<file path="src/rtl/hazard_pkg.sv">
// Shared types and constants for the pipeline hazard controller.
package hazard_pkg;

  typedef enum logic [1:0] {
    RUN   = 2'd0,
    STALL = 2'd1,
    HOLD  = 2'd2
  } state_t;

  localparam logic [1:0] LOADUSE_STALL = 2'd1;
  localparam logic [1:0] BR_ALU_STALL  = 2'd1;
  localparam logic [1:0] BR_LOAD_STALL = 2'd2;
  localparam logic [4:0] REG_ZERO      = 5'd0;

  // True when the EX destination feeds a source the ID instruction actually reads.
  function automatic logic src_match(input logic [4:0] dst, input logic [4:0] rs,
                                     input logic [4:0] rt, input logic uses_rt);
    return (dst != REG_ZERO) && ((dst == rs) || (uses_rt && (dst == rt)));
  endfunction

endpackage

</file>
<file path="src/rtl/sat_counter.sv">
// Saturating up-counter used for hazard performance events.
module sat_counter #(
  parameter int CNT_W = 16
) (
  input  logic             clock,
  input  logic             reset,
  input  logic             inc,
  output logic [CNT_W-1:0] count
);

  logic [CNT_W-1:0] r_count;

  // Count enabled events, sticking at all-ones.
  always_ff @(posedge clock or negedge reset) begin
    if (!reset) begin
      r_count <= '0;
    end else if (inc && (r_count != {CNT_W{1'b1}})) begin
      r_count <= r_count + {{(CNT_W-1){1'b0}}, 1'b1};
    end else begin
      r_count <= r_count;
    end
  end

  assign count = r_count;

endmodule

</file>
<file path="src/rtl/hazard_ctrl.sv">
// Hazard controller: load-use / branch-in-ID stalls, control flushes and
// dmem-busy holds for the IF/ID, ID/EX registers and the PC.
module hazard_ctrl
  import hazard_pkg::*;
#(
  parameter int CNT_W = 16
) (
  input  logic             clock,
  input  logic             reset,
  input  logic [4:0]       id_rs,
  input  logic [4:0]       id_rt,
  input  logic             id_uses_rt,
  input  logic             id_branch,
  input  logic             id_branch_taken,
  input  logic             id_jump,
  input  logic             ex_memread,
  input  logic             ex_regwrite,
  input  logic [4:0]       ex_dst,
  input  logic             dmem_busy,
  output logic             pc_write,
  output logic             ifid_write,
  output logic             ifid_flush,
  output logic             idex_flush,
  output logic             pipe_hold,
  output logic [CNT_W-1:0] stall_cycles,
  output logic [CNT_W-1:0] hold_cycles,
  output logic [CNT_W-1:0] flush_events
);

  state_t     r_state;
  state_t     w_state_nxt;
  state_t     w_eff_state;
  logic [1:0] r_cnt;
  logic [1:0] w_cnt_nxt;
  logic [1:0] w_len;
  logic       w_match;
  logic       w_do_stall;
  logic       w_do_hold;
  logic       w_inc_stall;
  logic       w_inc_hold;
  logic       w_inc_flush;

  assign w_match = src_match(ex_dst, id_rs, id_rt, id_uses_rt);

  // Stall length of the hazard seen this cycle; branch-after-load needs the longest wait.
  always_comb begin
    w_len = 2'd0;
    if (id_branch && ex_memread && w_match) begin
      w_len = BR_LOAD_STALL;
    end else if (ex_memread && w_match) begin
      w_len = LOADUSE_STALL;
    end else if (id_branch && ex_regwrite && w_match) begin
      w_len = BR_ALU_STALL;
    end else begin
      w_len = 2'd0;
    end
  end

  // The release cycle of a hold behaves as the state being resumed.
  always_comb begin
    w_eff_state = r_state;
    if ((r_state == HOLD) && !dmem_busy) begin
      w_eff_state = (r_cnt != 2'd0) ? STALL : RUN;
    end else begin
      w_eff_state = r_state;
    end
  end

  // Next-state and stall bookkeeping.
  always_comb begin
    w_do_hold   = 1'b0;
    w_do_stall  = 1'b0;
    w_state_nxt = r_state;
    w_cnt_nxt   = r_cnt;
    case (w_eff_state)
      RUN: begin
        if (dmem_busy) begin
          w_do_hold   = 1'b1;
          w_state_nxt = HOLD;
        end else if (w_len != 2'd0) begin
          w_do_stall  = 1'b1;
          w_cnt_nxt   = w_len - 2'd1;
          w_state_nxt = (w_len == 2'd1) ? RUN : STALL;
        end else begin
          w_state_nxt = RUN;
        end
      end
      STALL: begin
        if (dmem_busy) begin
          w_do_hold   = 1'b1;
          w_state_nxt = HOLD;
        end else if (r_cnt <= 2'd1) begin
          w_do_stall  = 1'b1;
          w_cnt_nxt   = 2'd0;
          w_state_nxt = RUN;
        end else begin
          w_do_stall  = 1'b1;
          w_cnt_nxt   = r_cnt - 2'd1;
          w_state_nxt = STALL;
        end
      end
      HOLD: begin
        w_do_hold   = 1'b1;
        w_state_nxt = HOLD;
      end
      default: begin
        w_state_nxt = RUN;
        w_cnt_nxt   = 2'd0;
      end
    endcase
  end

  // Pipeline control outputs; priority is reset, hold, stall, then normal flow.
  always_comb begin
    pc_write   = 1'b1;
    ifid_write = 1'b1;
    ifid_flush = 1'b0;
    idex_flush = 1'b0;
    pipe_hold  = 1'b0;
    if (!reset) begin
      pc_write   = 1'b0;
      ifid_write = 1'b0;
      ifid_flush = 1'b1;
      idex_flush = 1'b1;
      pipe_hold  = 1'b0;
    end else if (w_do_hold) begin
      pc_write   = 1'b0;
      ifid_write = 1'b0;
      pipe_hold  = 1'b1;
    end else if (w_do_stall) begin
      pc_write   = 1'b0;
      ifid_write = 1'b0;
      idex_flush = 1'b1;
    end else begin
      ifid_flush = id_jump || (id_branch && id_branch_taken);
    end
  end

  // FSM state and remaining-stall register.
  always_ff @(posedge clock or negedge reset) begin
    if (!reset) begin
      r_state <= RUN;
      r_cnt   <= 2'd0;
    end else begin
      r_state <= w_state_nxt;
      r_cnt   <= w_cnt_nxt;
    end
  end

  assign w_inc_stall = reset && w_do_stall;
  assign w_inc_hold  = reset && w_do_hold;
  assign w_inc_flush = reset && ifid_flush;

  sat_counter #(.CNT_W(CNT_W)) u_stall_cnt (
    .clock (clock), .reset (reset), .inc (w_inc_stall), .count (stall_cycles)
  );

  sat_counter #(.CNT_W(CNT_W)) u_hold_cnt (
    .clock (clock), .reset (reset), .inc (w_inc_hold), .count (hold_cycles)
  );

  sat_counter #(.CNT_W(CNT_W)) u_flush_cnt (
    .clock (clock), .reset (reset), .inc (w_inc_flush), .count (flush_events)
  );

endmodule

</file>
<file path="config.mk">
export PLATFORM = sky130hd
export DESIGN_NAME = hazard_ctrl
export DESIGN_NICKNAME = d
export VERILOG_FILES = /design/src/rtl/hazard_pkg.sv /design/src/rtl/sat_counter.sv /design/src/rtl/hazard_ctrl.sv
export SDC_FILE = /design/constraint.sdc
export NUM_CORES = 1
export LEC_CHECK = 0
export BUFFER_PORTS_ARGS = -buffer_cell sky130_fd_sc_hd__clkbuf_2
export CORE_MARGIN = 4
export CORE_UTILIZATION = 35
export DETAILED_ROUTE_END_ITERATION = 6
export SKIP_CTS_REPAIR_TIMING = 1
export SLEW_MARGIN = 20
export SYNTH_ARGS = -nofsm -noshare
export SYNTH_HDL_FRONTEND = slang
export SYNTH_SLANG_ARGS = --single-unit
</file>
<file path="constraint.sdc">
create_clock -name clock -period 4.9 [get_ports clock]
set_clock_uncertainty 0.2 [all_clocks]
set_input_delay 0.735 -clock clock [delete_from_list [all_inputs] [get_ports clock]]
set_output_delay 0.735 -clock clock [all_outputs]
set_load 0.02 [all_outputs]
</file>
# --- Word-level counts from Yosys, hierarchy flattened ---
# Cells that the tools add are included.
word_totals:
  register_bits: 52
  in_bits: 24
  output_inout_bits: 53
  word_cells: 81
op_classes:
  addsub: 5
  magnitude_cmp: 1
  n_eq_ne: 12
  mux: 33
  bitwise_logic: 1
  reduce_logical: 24
op_table:
  columns: ["cell", "count"]
  rows:
  - ["$add A16 B1 Y16 const B", 3]
  - ["$ne A16 B16 Y1 const B", 3]
  - ["$mux W1", 21]
  - ["$mux W2", 8]
  - ["$logic_and A1 B1 Y1", 15]
  - ["$pmux W2 S3", 2]
  - ["$eq A5 B5 Y1", 2]
  - ["$ne A2 B2 Y1 const B", 3]
  - ["$reduce_bool A5 Y1", 1]
  - ["$eq A2 B1 Y1 const B", 2]
  - ["$eq A2 B2 Y1 const B", 2]
  - ["$pmux W1 S2", 2]
  - ["$reduce_and A4 Y1", 1]
  - ["$reduce_bool A2 Y1", 2]
  - ["$sub A2 B1 Y2 const B", 2]
  - ["$le A2 B1 Y1 const B", 1]
  - ["$logic_not A2 Y1", 1]
  - ["$logic_or A1 B1 Y1", 2]
  - ["$reduce_or A2 Y1", 1]
  - ["$logic_not A1 Y1", 1]
  - ["$not A1 Y1", 1]

# --- Longest topological paths before layout ---
depth:
  ltp_word: 17
  depth_mapped: 8
  mapped_depth_nobuf: 7

# --- By module ---
# A second synthesis with hierarchy kept.
unflattened:
  cells_unflattened: 283
  area_unflattened_um2: 3078.0
modules_own_cells:
  columns: ["module", "n_inst", "cells_each", "area_each_um2", "seq_area_each_um2"]
  rows:
  - ["sat_counter", 3, 72, 859.6, 400.4]
  - ["hazard_ctrl", 1, 67, 499.2, 100.1]

# --- Least setup slack after synthesis ---
# OpenSTA, ideal clock, no wires.
synth_timing:
  path_kind: "input to output"
  from: "input port ex_dst[1]"
  to: "output port pc_write"
  arrival_time_ps: 2343
  required_ps: 3965
  path_slack_ps: 1622
  path_stages: 7
  path_buffers: 2
  cell_sequence: "or4_4 > nor2_4 > or3b_4 > o211ai_4 > buf_6 > nor2_1 > buf_4"
synth_via:
  elab_chain_cells: 15
  elab_cells_between_ends: 19
  classes_between: "2 x eq/ne; 9 x mux; 8 x reduce/logical"
synth_rtl:
  columns: ["item", "line", "source"]
  rows:
  - ["start: declaration", "hazard_ctrl.sv:18", "input logic [4:0] ex_dst,"]
  - ["$eq A5 B5 Y1", "hazard_pkg.sv:18", "return (dst != REG_ZERO) && ((dst == rs) || (uses_rt && (dst == rt)));"]
  - ["$logic_and A1 B1 Y1", "hazard_pkg.sv:18", null]
  - ["$logic_or A1 B1 Y1", "hazard_pkg.sv:18", null]
  - ["$logic_and A1 B1 Y1 *", "hazard_pkg.sv:18", null]
  - ["$logic_and A1 B1 Y1", "hazard_ctrl.sv:52", "end else if (id_branch && ex_regwrite && w_match) begin"]
  - ["$mux W1", "hazard_ctrl.sv:52", null]
  - ["$mux W1", "hazard_ctrl.sv:50", "end else if (ex_memread && w_match) begin"]
  - ["$mux W2 *", "hazard_ctrl.sv:48", "if (id_branch && ex_memread && w_match) begin"]
  - ["$reduce_bool A2 Y1 *", "hazard_ctrl.sv:80", "end else if (w_len != 2'd0) begin"]
  - ["$mux W1 *", "hazard_ctrl.sv:80", null]
  - ["$mux W1 *", "hazard_ctrl.sv:77", "if (dmem_busy) begin"]
  - ["$pmux W1 S2 *", "hazard_ctrl.sv:75", "case (w_eff_state)"]
  - ["$mux W1 * (3 in a row)", null, null]
  - ["end: declaration", "hazard_ctrl.sv:20", "output logic pc_write,"]
# Every way passes the cells marked *; elsewhere a longest branch is shown, timed or not.

# --- Worst setup path in the final report ---
layout_timing:
  from: "input port ex_dst[2]"
  to: "output port ifid_flush"
layout_via:
  elab_chain_cells: 15
  elab_cells_between_ends: 19
  classes_between: "2 x eq/ne; 9 x mux; 8 x reduce/logical"
layout_rtl:
  columns: ["item", "line", "source"]
  rows:
  - ["$eq A5 B5 Y1", "hazard_pkg.sv:18", null]
  - ["$logic_and A1 B1 Y1", "hazard_pkg.sv:18", null]
  - ["$logic_or A1 B1 Y1", "hazard_pkg.sv:18", null]
  - ["$logic_and A1 B1 Y1 *", "hazard_pkg.sv:18", null]
  - ["$logic_and A1 B1 Y1", "hazard_ctrl.sv:52", null]
  - ["$mux W1", "hazard_ctrl.sv:52", null]
  - ["$mux W1", "hazard_ctrl.sv:50", null]
  - ["$mux W2 *", "hazard_ctrl.sv:48", null]
  - ["$reduce_bool A2 Y1 *", "hazard_ctrl.sv:80", null]
  - ["$mux W1 *", "hazard_ctrl.sv:80", null]
  - ["$mux W1 *", "hazard_ctrl.sv:77", null]
  - ["$pmux W1 S2 *", "hazard_ctrl.sv:75", null]
  - ["$mux W1 *", "hazard_ctrl.sv:130", "end else if (w_do_stall) begin"]
  - ["$mux W1 *", "hazard_ctrl.sv:126", "end else if (w_do_hold) begin"]
  - ["$mux W1 *", "hazard_ctrl.sv:120", "if (!reset) begin"]
  - ["end: declaration", "hazard_ctrl.sv:22", "output logic ifid_flush,"]
# Marked as above.

==> out/metrics.cfg <==
[finish]
insertedDiodeCount = 0
area_growth_pct = 20.6
drive_gt1_frac = 0.311
num-fill-cells = 783
layout.nets = 368

[power]
p_per_area_nw_per_um2 = 329
seqPwrFrac = 0.511
p_sw_frac = 0.357
ir_drop_mv = 0.170
p_int_mw = 0.708
p_leak_nw = 1.61
power_frac_clock = 0.228
p_comb_frac = 0.261
net-switching-power_mw = 0.393

[routing]
drt_first_pass_iters = 6
wl_per_cell_um = 13.5
vias_per_cell = 4.95
drc = 0
drt_iter0_markers = 58
finalWirelength_um = 5960
drtAntennaViolNets = 0
vias = 2192

[clock_tree]
clk_path_buf_depth = 2
ctsHtreeMaxLevel = 2
cts_buffers = 5
clk_pin_slew_ns = 0.10
clock_sinks = 52
cts_tree = yes
worstSkewPairLatency_ns = 0.30
root_buffer = clkbuf_8

[yosys]
synth_seq_cells = 52
ys_warn_count = 0
syn-cell-area_um2 = 2780
syn_inst = 263
yosysTopAreaCell = dfrtp_1
synth_cell_type_count = 44
ys_top_cells_by_area = dfrtp_1, xnor2_1, xor2_1
avgSynthCellArea_um2 = 10.6
syn_nets = 290
synth_top_area_share = 0.469
ys_seq_area_frac = 0.469

[floorplanning]
die_w_um = 97.0
die_h_um = 97.0
floorplan.initialDensity = 0.359
fp.dieArea_um2 = 9420
core_um2 = 7730
rows = 32
ios = 77

[timing]
min_period_ns = 3.46
whs_ns = 0.234
slew_viol_final = 0
tns_ns = 0
setup_viol = 0
hold_violations = 0
tightest_slew_ns = 0.696
rsz0062_at_grt = false
post-route-period-util = 0.706
max_freq_mhz = 289
relSlewSlack = 0.532

[place]
routabilityCongestion = 0.900
dp_hpwl_um = 4570
portBuffers = 76

[worst_setup_path]
crit_type = in2out
path_max_fanout = 16
worstPathRequired_ns = 3.96
startpoint_type = input pin
worstPathArrival_ns = 2.53
crit_path_end_kind = output port

[grt]
grt_max_degree = 30
use_met2 = 0.210
grt_pass1_vias = 2237
antenna_found_initial = 0
grt_usage = 0.134
met1_usage = 0.183
use_met3 = 0.0324
busiest_layer = met2
overflow = 0
grt_pass1_wl_um = 10600

[worst_hold_path]
hp-class = in2async

[run_status]
status = finished clean

[flow_run]
cap_violations = 0

-- per-stage QoR --
step | utilization | total power, mW | std cells | cell area (µm²) | setup WS (ns)
2_1_floorplan | - | 0.746 | 263 | 2780 | 1.62
3_3_place_gp | 0.421 | 0.855 | 436 | 3260 | 1.47
3_5_place_dp | 0.421 | 0.866 | 436 | 3260 | 1.44
4_1_cts | 0.433 | 1.12 | 443 | 3350 | 1.42
5_1_grt | 0.433 | 1.18 | 443 | 3350 | 1.20
6_report | 0.433 | 1.10 | 443 | 3350 | 1.44
-- Yosys cell counts (all sizes together) --
master  count
a21boi      1
a21oi       5
a311oi      1
a31o        1
a32oi       1
and2        2
and3       11
and4        4
buf         6
clkbuf      2
dfrtp      52
ha          3
inv         5
mux2        3
mux2i       1
nand2      20
nand2b      1
nand3      21
nand3b      1
nand4      15
nor2       15
nor3       14
nor4        5
nor4b       1
o211a       1
o211ai      1
o21ai       3
o21bai      2
o22ai       1
o31a        2
o31ai       1
o41ai       1
or2         1
or3         1
or3b        1
or4         2
xnor2      30
xor2       25
-- worst max-delay path, cell delays in order --
cell      delay (ns)
clkbuf_2        0.11
xor2_1          0.16
nor4_1          0.33
a32oi_2         0.24
o21ai_2         0.54
o21ai_0         0.21
clkbuf_2        0.20
-- layout make-up --
type | count | area [µm²] | share of cell area
multi-input combinational | 198 | 1410 | 0.420
sequential | 52 | 1300 | 0.389
timing repair buffer | 79 | 403 | 0.120
tap | 102 | 128 | 0.0381
clock buffer | 6 | 82.6 | 0.0247
inverter | 5 | 18.8 | 0.00561
clock inverter | 1 | 8.76 | 0.00262
-- power groups by stage --
stage	sequential [mW]	clock [mW]	combinational [mW]
finish	0.563	0.251	0.288
detailed placement	0.573	0	0.293
floorplan	0.622	0	0.125
CTS	0.564	0.263	0.294
global route	0.578	0.280	0.320
global placement	0.569	0	0.285
-- flip-flops by register name (all words and copies together) (netlist names) --
name,cells
u_hold_cnt.count,16
u_flush_cnt.count,16
u_stall_cnt.count,16
r_cnt,2
r_state,2
-- cell families after synthesis --
kind of cell,count (synthesis),share of synthesized area
XOR/XNOR,55,0.174
adder cells (fa/ha/maj),3,0.0135
AND/OR/NAND/NOR,115,0.239
multiplexers,4,0.0158
AO/OA/AOI/OAI,21,0.0654
buffers and inverters,13,0.0243
flip-flops,52,0.469
-- layout by cell type (no fill, tap or decap), types with 6 or more instances in the layout --
cell	n
nor2_1	14
clkbuf_2	76
xor2_1	25
nand4_1	15
nand3_1	21
nand2_1	20
nor3_1	7
dfrtp_1	52
xnor2_1	30
nor3_2	7
clkbuf_8	6
and3_1	11
-- layer usage --
layer,vias to the layer above,wire [µm]
li1,1093,-
met1,1036,2820
met2,57,2740
met3,6,333
met4,0,74
met5,-,0
-- path summary, 6_finish.rpt --
check | startpoint | to | slack, ns | cells past startpoint
min in group clock | u_stall_cnt.count[7] | u_stall_cnt.count[7] | 0.30 | 1
worst max-delay path | ex_dst[2] | ifid_flush | 1.44 | 7
worst min-delay path | reset | u_flush_cnt.count[0] | 0.23 | 2
max in group asynchronous | reset | r_state[0] | 3.98 | 2
worst max register to register | r_state[1] | u_stall_cnt.count[1] | 2.45 | 5
worst min register to register | u_stall_cnt.count[7] | u_stall_cnt.count[7] | 0.30 | 1
(Power assumes the default switching activity.)
